**src/rtl/cpu_ctrl_pkg.sv**
```systemverilog
// cpu_ctrl_pkg: shared step codes, sequencer state type and flag indices for the control path
package cpu_ctrl_pkg;
  localparam logic [2:0] UOP_FETCH = 3'd0;
  localparam logic [2:0] UOP_DECODE = 3'd1;
  localparam logic [2:0] UOP_IDLE = 3'd7;
  localparam int FLAG_ZERO = 0;
  localparam int FLAG_CARRY = 1;
  localparam int FLAG_W = 2;
  typedef enum logic {IDLE, RUN} state_t;
endpackage

```
**src/rtl/instr_counter.sv**
```systemverilog
// instr_counter: enable-driven wrapping event counter with asynchronous active-low reset
module instr_counter #(
  parameter int W = 16
) (
  input  logic         clk_i,
  input  logic         rst_ni,
  input  logic         en_i,
  output logic [W-1:0] count_o
);
  logic [W-1:0] count_q;
  always_ff @(posedge clk_i or negedge rst_ni)
    if (!rst_ni) count_q <= '0;
    else if (en_i) count_q <= count_q + 1'b1;
  assign count_o = count_q;
endmodule

```
**src/rtl/uop_sequencer.sv**
```systemverilog
// uop_sequencer: uOP step sequencer with flag latch, halt control and retire counter; SINGLE_STEP_EN adds single-step
module uop_sequencer #(
  parameter int UOP_W = 3,
  parameter int MAX_UOP = 6,
  parameter int ICOUNT_W = 16
) (
  input  logic                CLK,
  input  logic                RESET_N,
  input  logic                RESET_uOP,
  input  logic                READ_FLAGS,
  input  logic                ALU_ZERO,
  input  logic                ALU_COUT,
  input  logic                HALT,
`ifdef SINGLE_STEP_EN
  input  logic                STEP_REQ,
  output logic                STEP_ACK,
`endif
  output logic [UOP_W-1:0]    uOP,
  output logic                ZERO_FLAG,
  output logic                CIN_FLAG,
  output logic                INSTR_DONE,
  output logic                HALTED,
  output logic                UOP_OVERRUN,
  output logic [ICOUNT_W-1:0] INSTR_COUNT
);
  import cpu_ctrl_pkg::*;
  state_t state_q, state_d;
  logic [UOP_W-1:0] uop_q, uop_d;
  logic [FLAG_W-1:0] flags_q, flags_d;
  logic done_q, ovr_q, ovr_d;
  logic run, retire, last, go;
  assign run = state_q == RUN;
  assign retire = run && RESET_uOP;
  assign last = uop_q == UOP_W'(MAX_UOP);
`ifdef SINGLE_STEP_EN
  logic step_q, step_d, ack_q, ack_d;
  assign go = !HALT || STEP_REQ;
  // remembers that the running instruction was launched by a step request
  assign step_d = run ? step_q && !retire : STEP_REQ;
  assign ack_d = retire && step_q;
  always_ff @(posedge CLK or negedge RESET_N)
    if (!RESET_N) begin
      step_q <= 1'b0;
      ack_q <= 1'b0;
    end else begin
      step_q <= step_d;
      ack_q <= ack_d;
    end
  assign STEP_ACK = ack_q;
`else
  assign go = !HALT;
`endif
  always_comb begin
    state_d = run ? ((retire && HALT) ? IDLE : RUN) : (go ? RUN : IDLE);
    uop_d = (state_d == IDLE) ? UOP_W'(UOP_IDLE) :
            (!run || retire || last) ? UOP_W'(UOP_FETCH) : uop_q + 1'b1;
    ovr_d = run && !RESET_uOP && last;
    flags_d = flags_q;
    if (run && READ_FLAGS) begin
      flags_d[FLAG_ZERO] = ALU_ZERO;
      flags_d[FLAG_CARRY] = ALU_COUT;
    end
  end
  always_ff @(posedge CLK or negedge RESET_N)
    if (!RESET_N) begin
      state_q <= IDLE;
      uop_q <= UOP_W'(UOP_IDLE);
      flags_q <= '0;
      done_q <= 1'b0;
      ovr_q <= 1'b0;
    end else begin
      state_q <= state_d;
      uop_q <= uop_d;
      flags_q <= flags_d;
      done_q <= retire;
      ovr_q <= ovr_d;
    end
  instr_counter #(.W(ICOUNT_W)) u_icount (
    .clk_i(CLK),
    .rst_ni(RESET_N),
    .en_i(retire),
    .count_o(INSTR_COUNT)
  );
  assign uOP = uop_q;
  assign ZERO_FLAG = flags_q[FLAG_ZERO];
  assign CIN_FLAG = flags_q[FLAG_CARRY];
  assign INSTR_DONE = done_q;
  assign UOP_OVERRUN = ovr_q;
  assign HALTED = state_q == IDLE;
endmodule

```
**config.mk**
```make
export PLATFORM = sky130hd
export DESIGN_NAME = uop_sequencer
export DESIGN_NICKNAME = d
export VERILOG_FILES = /design/src/rtl/cpu_ctrl_pkg.sv /design/src/rtl/instr_counter.sv /design/src/rtl/uop_sequencer.sv
export SDC_FILE = /design/constraint.sdc
export NUM_CORES = 1
export LEC_CHECK = 0
export BUFFER_PORTS_ARGS = -buffer_cell sky130_fd_sc_hd__buf_2
export CORE_MARGIN = 2
export CORE_UTILIZATION = 49
export DETAILED_ROUTE_END_ITERATION = 10
export MAX_ROUTING_LAYER = met4
export PLACE_DENSITY = 0.77
export SYNTH_ARGS = -nofsm -noshare
export SYNTH_HDL_FRONTEND = slang
export SYNTH_SLANG_ARGS = --single-unit
```
**constraint.sdc**
```tcl
create_clock -name CLK -period 1.5 [get_ports CLK]
set_input_delay 0.075 -clock CLK [delete_from_list [all_inputs] [get_ports CLK]]
set_output_delay 0.075 -clock CLK [all_outputs]
set_load 0.01 [all_outputs]
```
==> results.py <==
metrics = {
    "synth": {
        "syn_area_per_cell_um2": 11.8,
        "ys_seq_elements": 24,
        "seq_area_frac_synth_pct": 59.6,
        "synth.largest_area_cell": "dfrtp_1",
        "synth_top_area_share_pct": 51.8,
        "yosys-top-cells-area": "dfrtp_1 (52%), xnor2_1 (9.5%), dfstp_2 (7.8%)",
        "netlist_instances": 86,
        "yosysUniqueCellTypes": 21,
        "yosysWarningCount": 0,
        "netlist_area_um2": 1010,
        "syn-num-nets": 96,
    },
    "routing": {
        "drc": 0,
        "drt-wirelength-per-cell_um": 13.0,
        "first_pass_iters": 4,
        "dr.first_iter.drc_count": 4,
        "antenna_left": 0,
        "routed-via-count": 768,
        "drt_wl_total_mm": 2.04,
        "viasPerCell": 4.89,
    },
    "floorplanning": {
        "core_area_um2": 1960,
        "die_y_um": 49.5,
        "die_x_um": 49.5,
        "start_util_pct": 51.7,
        "rows": 16,
        "fp.dieArea_um2": 2450,
        "ios": 31,
    },
    "setup_path": {
        "startpoint": "run",
        "path_class": "reg2reg",
        "cp_max_fo": 5,
        "cp-start-kind": "flop",
        "cp_data_required_time_ns": 1.73,
        "arrival_ns": 1.65,
        "timing.rr.start": "run",
        "end_kind": "flop",
    },
    "clocking": {
        "cts.clk_slew.worst_paths_ns": 0.12,
        "cts_inserted_buffers": 3,
        "clock_latency_ns": 0.30,
        "cts_tree": "yes",
        "cts_sinks": 24,
        "clockBufferDepth": 2,
        "cts_root_buf": "clkbuf_4",
        "htree_num_levels": 1,
    },
    "final_layout": {
        "drive_above_1_share_pct": 40.0,
        "finalInstanceArea_um2": 1320,
        "layout_common_cells": "buf_2 (30), dfrtp_1 (21), nand2_1 (12)",
        "final_util_pct": 67.4,
        "stdcell_count": 157,
        "fillers": 175,
        "diodes": 0,
        "synthToLayoutAreaGrowth_pct": 30.3,
        "nets": 141,
        "layout_commonest_cell": "buf_2",
    },
    "pwr": {
        "p_leak_nw": 0.685,
        "powerDensity_nw_per_um2": 1260,
        "peakVddDrop_v": 0.000928,
    },
    "hold_path": {
        "min_path_type": "in2reg",
        "hp-start": "ALU_COUT",
    },
    "run": {
        "cap_violations": 0,
    },
    "global_routing": {
        "grt_max_degree": 25,
        "grt_usage_pct": 18.9,
        "grt_pass1_wl_mm": 3.46,
        "grt_overflow_total": 0,
        "antenna_found_initial": 0,
        "grt_pass1_vias": 788,
    },
    "sta": {
        "period_needed_ns": 1.42,
        "relSlewSlack_pct": 65.6,
        "finalClockSkew_ns": 0.00532,
        "setup_viol": 0,
        "fmax_mhz": 702,
        "timing.final.ws_setup_ns": 0.0755,
        "tightest_slew_ns": 0.516,
        "setup_tns_ns": 0,
        "hold_viol_final": 0,
        "slew_violations": 0,
        "grt_setup_unrepaired": "no",
        "post-route-period-util_pct": 95.0,
    },
    "placement": {
        "port_buffers": 30,
        "pre_cts_slack_ns": 0.0664,
        "hpwl_mm": 1.57,
        "placed_cell_area_um2": 1240,
        "gp_congestion": 0.831,
        "dp.cells": 149,
    },
    "status": {
        "status": "finished clean",
    },
}
per-layer routing:
metal	track usage (%)	part of all wire (%)	vias up	wire length, µm
met2	34.2	53	19	1090
met4	4.17	0.59	0	12
met3	2.73	3.7	2	76
met1	22.5	42	375	864
met5	-	0	-	0
li1	-	-	372	-
worst paths after layout:
check / end / slack (ns) / cells after the start
max: u_icount.count_o[10] / 0.08 / 4
min: flags_q[1] / 0.01 / 2
max reg2reg: u_icount.count_o[10] / 0.08 / 4
min reg2reg: u_icount.count_o[13] / 0.51 / 1
max in group asynchronous: uOP[1] / 0.87 / 2
min in group asynchronous: u_icount.count_o[13] / 0.27 / 2
cell usage after synthesis, drive strengths merged:
library cell	count
and3	1
and4	1
dfrtp	21
dfstp	3
ha	3
inv	4
mux2	3
mux2i	1
nand2	12
nand2b	1
nand3	1
nand4	5
nor2	7
nor3	1
o21ai	3
or2	1
or2b	1
or3	1
or3b	1
xnor2	11
xor2	4
critical path, stage by stage (launching register included):
cell and delay [ns]:
dfrtp_1 0.44, nand2_1 0.16, or3_4 0.45, nor2_1 0.14, xor2_1 0.17
cell type report:
type                       instances  area (µm²)  share of cell area [%]
inverter                           4        15.0                    1.14
tap                               27        33.8                    2.55
clock buffer                       4        36.3                    2.74
timing repair buffer              40         230                    17.4
sequential                        24         604                    45.7
multi-input combinational         58         403                    30.5
sequential cells by signal, indices dropped and copies added (netlist names):
| register | cells |
|---|---|
| UOP_OVERRUN | 1 |
| flags_q | 2 |
| run | 1 |
| uOP | 3 |
| u_icount.count_o | 16 |
| INSTR_DONE | 1 |
stage by stage:
step	hold WS, ns	power, mW
final	0.0116	1.67
after global routing	0.0119	1.78
after CTS	0.00721	1.64
after detailed placement	0.0776	1.31
after global placement	0.0742	1.29
after floorplan	-0.221	1.07
where the power goes:
group,switching (mW),internal (mW)
logic,0.241,0.265
registers,0.0847,0.753
clock network,0.174,0.148
total,0.500,1.17
logic make-up after synthesis:
family	after synthesis	synth area share, %
buffers and inverters	4	1.48
adders and majority gates	3	3.70
DFF	24	59.6
and+or+nand+nor	33	16.5
xor gates and xnor gates	15	12.9
muxes	4	4.32
AOI/OAI and AO/OA	3	1.48
repair_timing:
action	in CTS	in global routing
gates resized for setup	0	2
buffers inserted	0	2
hold endpoints to repair	22	0
hold buffers	2	0
endpoints found under the setup margin	0	4
Note: power is estimated with default switching activity, not from simulation.
